<file path="src/rtl/instr_fetch.sv">
// Instruction fetch stage for the 8-bit NAND CPU.
// Owns the PC and keeps at most one instruction-memory read in flight.
// Each fetched byte is presented to decode with its PC. Redirects squash
// whatever is in flight, and an accepted HLT parks the stage until reset.
//
// state    | meaning
// ---------+--------------------------------------------------------------
// FETCH    | read outstanding at pc; waiting for imem_rvalid
// DELIVER  | out_instr/out_pc valid and held until accepted or squashed
// DRAIN    | a squashed read is still open; wait it out, then fetch at pc
// HALTED   | HLT accepted; everything ignored until reset
module instr_fetch #(
    parameter int                   PC_WIDTH = 8,
    parameter logic [PC_WIDTH-1:0]  RESET_PC = '0
) (
    input  logic                clk,
    input  logic                n_rst,
    output logic                imem_req,
    output logic [PC_WIDTH-1:0] imem_addr,
    input  logic                imem_rvalid,
    input  logic [7:0]          imem_rdata,
    output logic                out_valid,
    output logic [7:0]          out_instr,
    output logic [PC_WIDTH-1:0] out_pc,
    input  logic                out_ready,
    input  logic                redirect_valid,
    input  logic [PC_WIDTH-1:0] redirect_pc,
    input  logic                halt,
    output logic                halted
);

    typedef enum logic [1:0] {
        ST_FETCH   = 2'd0,
        ST_DELIVER = 2'd1,
        ST_DRAIN   = 2'd2,
        ST_HALTED  = 2'd3
    } state_t;

    state_t              state_q, state_d;
    logic [PC_WIDTH-1:0] pc_q, pc_d;
    logic [7:0]          out_instr_q, out_instr_d;
    logic [PC_WIDTH-1:0] out_pc_q, out_pc_d;
    // Address of the squashed read, held on imem_addr while draining so the
    // memory sees a stable request even though pc already moved on.
    logic [PC_WIDTH-1:0] drain_addr_q, drain_addr_d;

    // State and datapath registers with synchronous active-low reset.
    always_ff @(posedge clk) begin
        if (!n_rst) begin
            state_q      <= ST_FETCH;
            pc_q         <= RESET_PC;
            out_instr_q  <= 8'h00;
            out_pc_q     <= '0;
            drain_addr_q <= '0;
        end else begin
            state_q      <= state_d;
            pc_q         <= pc_d;
            out_instr_q  <= out_instr_d;
            out_pc_q     <= out_pc_d;
            drain_addr_q <= drain_addr_d;
        end
    end

    // Next-state and datapath update; a redirect always takes priority over
    // both an acceptance and a halt in the same cycle.
    always_comb begin
        state_d      = state_q;
        pc_d         = pc_q;
        out_instr_d  = out_instr_q;
        out_pc_d     = out_pc_q;
        drain_addr_d = drain_addr_q;

        case (state_q)
            ST_FETCH: begin
                if (redirect_valid) begin
                    pc_d = redirect_pc;
                    if (!imem_rvalid) begin
                        // Read still open: must wait for its response.
                        state_d      = ST_DRAIN;
                        drain_addr_d = pc_q;
                    end
                end else if (imem_rvalid) begin
                    out_instr_d = imem_rdata;
                    out_pc_d    = pc_q;
                    pc_d        = pc_q + PC_WIDTH'(1);
                    state_d     = ST_DELIVER;
                end
            end
            ST_DELIVER: begin
                if (redirect_valid) begin
                    pc_d    = redirect_pc;
                    state_d = ST_FETCH;
                end else if (out_ready) begin
                    state_d = halt ? ST_HALTED : ST_FETCH;
                end
            end
            ST_DRAIN: begin
                if (redirect_valid) begin
                    pc_d = redirect_pc;
                end
                if (imem_rvalid) begin
                    state_d = ST_FETCH;
                end
            end
            ST_HALTED: begin
                state_d = ST_HALTED;
            end
            default: begin
                state_d = ST_FETCH;
            end
        endcase
    end

    // Outputs are decoded from registered state only.
    assign imem_req  = (state_q == ST_FETCH) || (state_q == ST_DRAIN);
    assign imem_addr = (state_q == ST_DRAIN) ? drain_addr_q : pc_q;
    assign out_valid = (state_q == ST_DELIVER);
    assign out_instr = out_instr_q;
    assign out_pc    = out_pc_q;
    assign halted    = (state_q == ST_HALTED);

endmodule

</file>
<file path="config.mk">
export PLATFORM = sky130hd
export DESIGN_NAME = instr_fetch
export DESIGN_NICKNAME = d
export VERILOG_FILES = /design/src/rtl/instr_fetch.sv
export SDC_FILE = /design/constraint.sdc
export NUM_CORES = 1
export LEC_CHECK = 0
export CORE_ASPECT_RATIO = 0.6
export CORE_MARGIN = 4
export CORE_UTILIZATION = 42
export DETAILED_ROUTE_END_ITERATION = 12
export PLACE_DENSITY = 0.87
export SYNTH_ARGS = -nofsm -noshare
export SYNTH_HDL_FRONTEND = slang
export SYNTH_SLANG_ARGS = --single-unit
</file>
<file path="constraint.sdc">
create_clock -name clk -period 1.95 [get_ports clk]
set_clock_uncertainty 0.15 [all_clocks]
set_input_delay 0.195 -clock clk [delete_from_list [all_inputs] [get_ports clk]]
set_output_delay 0.195 -clock clk [all_outputs]
set_load 0.01 [all_outputs]
</file>
Word level (Yosys, flattened, before mapping)
Cells that the tools add are included.

Register bits: 34. Input bits: 22. Output and inout bits: 27. Logic and storage cells: 37.

$add $sub $neg: 1. Equality and inequality tests: 8. Mux-type cells: 13. Bitwise gates (word level): 2. Reductions and logical operators: 8.

Operator list (count): $mux 8 (4); $pmux 8 s2 (1); $mux 2 (7); $reduce_and 3->1 (3); $add 8x1->8 const B (1); $pmux 2 s4 (1); $ne 3x3->1 const B (2); $eq 2x2->1 const B (2); $reduce_and 4->1 (1); $ne 3x1->1 const B (1); $eq 2x1->1 const B (1); $logic_not 2->1 (1); $ne 2x1->1 const B (1); $ne 2x2->1 const B (1); $not 1->1 (2); $reduce_bool 2->1 (1); $reduce_or 2->1 (1); $logic_or 1x1->1 (1).

Logic depth before layout (Yosys ltp)
Gate-level depths: netlist of run 1.

Word-level depth: 4. Gate-level depth with buffers: 8. Depth with buffers taken out: 6.

Least setup slack after synthesis of run 1
No wires, ideal clock.

Path type: reg-to-reg. From: reg state_q[0]. To: reg pc_q[7]. Setup time: 116 ps. Data arrival time: 1563 ps. Required time: 1684 ps. Slack: 121 ps. Stages on the path, launching flop included: 9. Buffers on the path: 2. Clock period less this slack: 1829 ps. Path through: dfxtp_1 -> inv_1 -> ha_1 -> or2_1 -> buf_6 -> buf_6 -> nand2_1 -> o31ai_1 -> a31o_2.

Longest elaborated chain between the ends: 4. Elaborated cells on any way between the ends: 9. Classes of those cells: eq/ne (4); mux (1); reduce/logical (4).

RTL lines: start: declaration (RTL line 39) `state_t state_q, state_d;`; start signal: assignment (RTL line 56) `state_q <= state_d;`; $eq 2x1->1 / $eq 2x2->1 (equally long branches) (RTL line 73) `case (state_q)`; $reduce_or 2->1 (no source line); $ne 2x1->1 (no source line) / $reduce_bool 2->1 (equally long branches); $reduce_and 3->1 (no source line); end signal: assignment (RTL line 57) `pc_q <= pc_d;`; end: declaration (RTL line 40) `logic [PC_WIDTH-1:0] pc_q, pc_d;`.

Several ways; a longest one is shown, not always the timed one. A chain may end at the register's enable or synchronous reset.

Final worst setup path of run 1
From: reg state_q[0]. To: out imem_addr[6].

Longest elaborated chain between the ends: 2.

RTL lines: $eq 2x2->1 (RTL line 116) `assign imem_addr = (state_q == ST_DRAIN) ? drain_addr_q : pc_q;`; $mux 8 (RTL line 116); end: declaration (RTL line 19) `output logic [PC_WIDTH-1:0] imem_addr,`.

Every way passes these cells.

==> out/summary.md, run 1 <==
• met1 layer wirelength in the final routing: 2130 um
• area share of the leading cell type in the synthesized netlist: 40.4%
• Met2 Routed Length: 1880 um
• final setup violation count: 0
• initial core utilization: 44.7%
• Core Area: 3760 um2
• number of antenna repair diodes: 0
• TritonCTS clock tree: built
• average cell area after synthesis: 8.37 um2
• number of buffers inserted by port buffering: 48
• area share of fa/ha/maj cells after synthesis: 3.72%
• Crit path depth: 4
• Critical Setup Path Class: reg2out
• critical path fanouts, max: 10
• number of nets in the layout: 286
• Placed Area: 2240 um2
• cell type group with the largest total delay on the critical path: buffers and inverters
• post-layout util: 62.8%
• number of clock sinks: 34
• Worst Setup Start Kind: register
• total DRC errors in the routed layout: 0
• clk buf depth: 2
• data arrival time at the worst-slack endpoint: 1.54 ns
• total power per unit cell area: 1280 nW/um2
• number of cells traversed by the worst register-to-register path: 6
• fraction of the yosys area taken by sequential cells: 40.4%
• XOR/XNOR share of the synthesized area: 0%
• buffers plus inverters on the worst setup path: 2
• crit path cell chain: inv_2 > ha_4 > mux2_2 > dlygate4sd2_1
• Mapped Cells: 201
• multiplexer share of the synthesized area: 10.1%
• cell at the root of the clock tree: clkbuf_8
• Final HPWL DP: 3230 um
• DP Worst Slack: -0.0401 ns
• Synth Area in Simple Gates: 22.2%
• delay of the slowest cell on the worst path: 0.36 ns
• type of element capturing the critical path: output port
• Max-Slew Margin vs Limit: 75.4%
• fmax: 0.531 GHz
• maximum number of pins on one net before global-route repair: 26
• number of top-level pins: 49
• number of iterations in the first detailed-routing pass: 4
• total gr overflow: 0
• RSZ-0062 raised after global routing: false
• slowest cell on the critical path: mux2_2
• Critical Path RT: 1.60 ns
• All-Layer GR Usage: 17.2%
• Die Area: 5120 um2
• insertion delay to the later sink of the worst-skew pair: 0.28 ns
• fraction of final layout cells with drive strength greater than 1: 17.0%
• clock slew at the register clock pins of the worst setup and hold paths: 0.07 ns
• Hold Violations, Final: 0
• complex-gate fraction of the synthesized area: 17.8%
• run status: finished, final reports clean
• LEAKAGE: 0.000980 uW
• number of placement rows: 17
• synthesized cell area: 1680 um2
• Iteration-0 DRC Markers: 111
• count of non-filler cells in the finished layout: 306
• final clock period utilization by the worst path: 96.5%
• average detailed-routed wire length per instance: 14.3 um
• worst-case setup margin in the final layout: 0.0673 ns
• number of vias after detailed routing: 1582
• cell accounting for the most synthesized area: dfxtp_1
• count of different cell masters after synthesis: 40
• via count of the first global-routing pass: 1561
• H-tree level count: 2
• die extent in y: 57.0 um
• number of slew-limit violations in the final report: 0
• area added between synthesis and finish: 40.4%
• max-capacitance violation count: 0
• area of all placed cells without fillers: 2360 um2
• time the worst path needs with I/O delays and setup: 1.88 ns
• hold crit path type: reg2reg
• register bit count reported by yosys: 34
• wire length of the first global-routing pass: 7270 um
• RD Place Congestion: 0.851
• Tightest Pin Transition: 0.368 ns
• cells taking the most area after synthesis: dfxtp_1, nand2_1, a21oi_1, mux2_2, mux2i_1
• die width: 89.7 um
• count of antenna-violating nets left after detailed routing: 0
• number of CTS-inserted buffers: 5
• cell count after placement: 296
• number of antenna violations at the first check in global routing: 0
• warning count from the yosys run: 0
• peak ir drop on the vdd network: 0.555 mV
• net count after synthesis: 228
• uppermost routed layer: met4
• met3 WL: 346 um
• vias per std cell: 5.17
• largest family of logic cells by synthesized area: simple AND/OR/NAND/NOR gates
• total wire length: 4380 um
• number of cells traversed by the worst hold path: 2
[area by class of cell]
| cell class | instances | area [um2] |
|---|---|---|
| fillers | 331 | 1400 |
| clock inverters | 2 | 10.0 |
| inverters | 3 | 11.3 |
| flip-flops and latches | 34 | 682 |
| repair buffers | 64 | 589 |
| multi-input cells | 151 | 943 |
| clock buffers | 5 | 68.8 |
| well taps | 47 | 58.8 |
[synth_stat cells, drive strengths merged]
cell type / count
mux2: 8
dfxtp: 34
o211a: 2
nand2: 43
o31ai: 3
or2: 3
a311oi: 2
o211ai: 1
nand3b: 1
and2b: 1
a31o: 1
o22ai: 1
a31oi: 2
and2: 2
a211oi: 1
nand4b: 1
nor3: 1
o22a: 1
nand2b: 4
clkbuf: 5
nor3b: 1
nor4b: 1
inv: 3
ha: 5
nor2: 14
o21ai: 9
nand3: 5
a21oi: 26
mux2i: 8
nor2b: 1
and3: 2
buf: 8
or3b: 1
[repair_timing]
item,in CTS,in global routing
hold endpoints to repair,0,0
gates cloned,0,0
setup endpoints to repair,12,29
setup buffers,1,2
pin swaps,1,2
resized for setup,13,5
hold buffers,0,0
[where the power goes]
group	leakage, uW	total (uW)	internal, uW	switching (uW)
clock	0.0000438	479	239	240
sequential	0.000277	1020	837	182
combinational	0.000659	1520	782	740
[kinds of logic (layout without fill, tap and decap cells)]
family / after synthesis / after routing
compound gates: 49 / 49
fa+ha+maj: 5 / 5
buf+inv: 16 / 74
flops: 34 / 34
mux: 16 / 16
simple gates: 81 / 81
[sequential cells by signal, indices dropped and copies added (netlist names)]
name / flops
pc_q: 8
drain_addr_q: 8
out_instr: 8
state_q: 2
out_pc: 8
[placed cells by master, fill, tap and decap left out, types with 3 or more instances in the layout]
cell type / count
a21oi_1: 26
buf_4: 16
clkbuf_8: 5
clkdlybuf4s50_1: 39
dfxtp_1: 33
dlygate4sd2_1: 9
ha_1: 3
mux2_2: 8
mux2i_1: 8
nand2_1: 43
nand2b_1: 4
nand3_1: 5
nor2_1: 14
o21ai_0: 8
[worst min-delay path, delay by kind of cell (launching register included)]
kind | cells | cell delay (ns)
compound gates | 1 | 0.05
flops | 1 | 0.31
simple gates | 1 | 0.05
[per-stage QoR]
stage                     power [uW]  hold WS [ns]  TNS (ns)
after global placement          2410         0.292  -0.00160
after floorplan                 1890         0.178         0
after CTS                       2910         0.307         0
after global routing            3240         0.332         0
final                           3020         0.307         0
after detailed placement        2450         0.298    -0.283
[routing by layer]
| layer | vias up | GRT usage (%) |
|---|---|---|
| li1 | 806 | - |
| met1 | 723 | 23.7 |
| met2 | 48 | 26.4 |
| met3 | 5 | 5.27 |
| met4 | 0 | 4.59 |
| met5 | - | 0 |
[worst paths after layout]
kind                                  start                   endpoint  slack [ns]
hold reg to reg   out_instr[3]$_SDFFE_PN0P_  out_instr[3]$_SDFFE_PN0P_        0.31
setup reg to reg    state_q[1]$_SDFFE_PN0P_       pc_q[7]$_SDFFE_PN0P_        0.12
hold / removal    out_instr[3]$_SDFFE_PN0P_  out_instr[3]$_SDFFE_PN0P_        0.31
setup / recovery    state_q[0]$_SDFFE_PN0P_               imem_addr[6]        0.07
Note: power is estimated with default switching activity, not from simulation.
==> run 2: changes to the inputs <==
- CORE_UTILIZATION: 42 -> 47
- CTS_CLUSTER_DIAMETER: unset -> 30
- PLACE_DENSITY: 0.87 -> 0.91
- clock period: 1.95 -> 2 ns (I/O delays scaled with it)
==> run 2 against run 1 <==
  * Combinational power is 8% lower
  * Final cell count shrank 1.6%
  * Clock power is 7.5% higher
  * Largest cell class unchanged
  * Critical path depth grew 1
  * Register-to-register slack hardly changed
  * Core utilization rose by 7.7 points
  * Routed wire length up 8.4%
  * Clock-buffer cell count increased by 2
  * First-iteration DRC count is 14% lower
==> out/summary.md, run 2 (synthesized netlist as in run 1, its figures left out) <==
• run status: finished, final reports clean
• PnR Total Power: 2930 uW, -2.9%
• number of iterations in the first detailed-routing pass: 4, unchanged
• data arrival time at the worst-slack endpoint: 1.61 ns, +0.07 ns
• number of top-level pins: 49, unchanged
• met3 WL: 290 um, -16%
• vias per std cell: 5.41, +4.6%
• final setup violation count: 0, unchanged
• Min Hold Slack: 0.304 ns, -0.00206 ns
• die extent in y: 54.4 um, -4.7%
• fmax: 0.511 GHz
• LEAKAGE: 0.000970 uW, -1.0%
• die width: 85.3 um, -5.0%
• Critical Path RT: 1.65 ns, +0.05 ns
• Placed Area: 2220 um2, -0.89%
• uppermost routed layer: met4
• average detailed-routed wire length per instance: 15.8 um, +10%
• peak ir drop on the vdd network: 0.676 mV, +22%
• number of vias after detailed routing: 1628, +2.9%
• Critical Setup Path Class: reg2out
• Final HPWL DP: 3330 um, +3.0%
• highest-count cells in the layout ignoring fill and taps: nand2_1, clkdlybuf4s50_1, dfxtp_1, a21oi_1, nor2_1
• number of nets in the layout: 282, -1.4%
• number of buffers inserted by port buffering: 48, unchanged
• via count of the first global-routing pass: 1480, -5.2%
• Tightest Pin Transition: 0.440 ns, +0.0725 ns
• total negative setup slack: 0 ns, unchanged
• total gr overflow: 0, unchanged
• initial core utilization: 50.3%, +5.6 points
• clk buf depth: 2, unchanged
• total wire length: 4750 um, +8.4%
• area added between synthesis and finish: 39.9%
• Hold Violations, Final: 0, unchanged
• insertion delay to the later sink of the worst-skew pair: 0.28 ns, about the same
• wire length of the first global-routing pass: 7300 um, +0.39%
• number of antenna violations at the first check in global routing: 0, unchanged
• fraction of final layout cells with drive strength greater than 1: 16.4%, -0.58 points
• count of antenna-violating nets left after detailed routing: 0, unchanged
• Max-Slew Margin vs Limit: 70.6%, -4.8 points
• most common cell after layout, fill and taps aside: nand2_1
• total DRC errors in the routed layout: 0, unchanged
• RD Place Congestion: 0.867, +1.9%
• number of clock sinks: 34, unchanged
• Met2 Routed Length: 2170 um, +15%
• RSZ-0062 raised after global routing: false
• Worst Setup Start Kind: register
• area of all placed cells without fillers: 2350 um2, -0.37%
• Die Area: 4630 um2, -9.4%
• max-capacitance violation count: 0, unchanged
• number of placement rows: 16, -1
• All-Layer GR Usage: 20.9%, +3.7 points
• clock slew at the register clock pins of the worst setup and hold paths: 0.06 ns, about the same
• total power per unit cell area: 1240 nW/um2, -2.6%
• H-tree level count: 2, unchanged
• final clock period utilization by the worst path: 97.8%
• critical path fanouts, max: 4, -6
• time the worst path needs with I/O delays and setup: 1.96 ns
• met1 layer wirelength in the final routing: 2180 um, +2.4%
• number of CTS-inserted buffers: 5, unchanged
• number of slew-limit violations in the final report: 0, unchanged
• maximum number of pins on one net before global-route repair: 17, -35%
• cell at the root of the clock tree: clkbuf_8
• TritonCTS clock tree: built
• Iteration-0 DRC Markers: 96, -14%
• number of antenna repair diodes: 0, unchanged
• type of element capturing the critical path: output port
• hold crit path type: reg2reg
• Core Area: 3340 um2, -11%
## run 2: metrics by stage
| stage | worst slack [ns] | cells | util, % |
|---|---|---|---|
| finish | 0.0434 | 301 | 70.4 |
| global route | 0.0103 | 301 | 70.4 |
| CTS | 0.0227 | 300 | 69.6 |
| detailed placement | -0.0491 | 290 | 66.3 |
| global placement | 0.0212 | 290 | 66.3 |
| floorplan | 0.171 | 201 | - |
## run 2: final cells by class
cell class	count	area [um2]
clock buffer	7	86.3
clock inverter	1	5.00
fill	278	988
inverter	3	11.3
multi-input combinational	151	938
sequential	34	686
tap	45	56.3
timing repair buffer	60	572
## run 2: worst paths after layout
check             depth (start not counted)                     from  slack [ns]                      to
setup / recovery                          5  state_q[0]$_SDFFE_PN0P_        0.04            imem_addr[6]
setup reg to reg                          7  state_q[1]$_SDFFE_PN0P_        0.11    pc_q[4]$_SDFFE_PN0P_
hold / removal                            2   out_pc[5]$_SDFFE_PN0P_        0.30  out_pc[5]$_SDFFE_PN0P_
hold reg to reg                           2   out_pc[5]$_SDFFE_PN0P_        0.30  out_pc[5]$_SDFFE_PN0P_
## run 2: worst max-delay path: stages, from the launching register on
cell and delay [ns]:
dfxtp_2 0.33, inv_2 0.09, ha_4 0.14, buf_4 0.13, mux2_2 0.34, dlygate4sd2_1 0.28
## run 2: per-layer routing
layer,vias to the layer above,track usage [%]
li1,801,-
met1,757,27.2
met2,62,32.9
met3,8,4.96
met4,0,11.3
met5,-,0
## run 2: where the power goes
group          internal, uW  total [uW]  switching (uW)  leakage (uW)
registers               822        1010             190      0.000278
clock network           277         515             238     0.0000482
logic                   681        1400             723      0.000644
total                  1780        2930            1150      0.000970
## run 2: what timing repair did
action,in CTS,in global routing
gates cloned,0,0
setup endpoints to repair,15,32
hold buffers,0,0
pin swaps,1,1
setup buffers,2,1
gates resized for setup,16,7
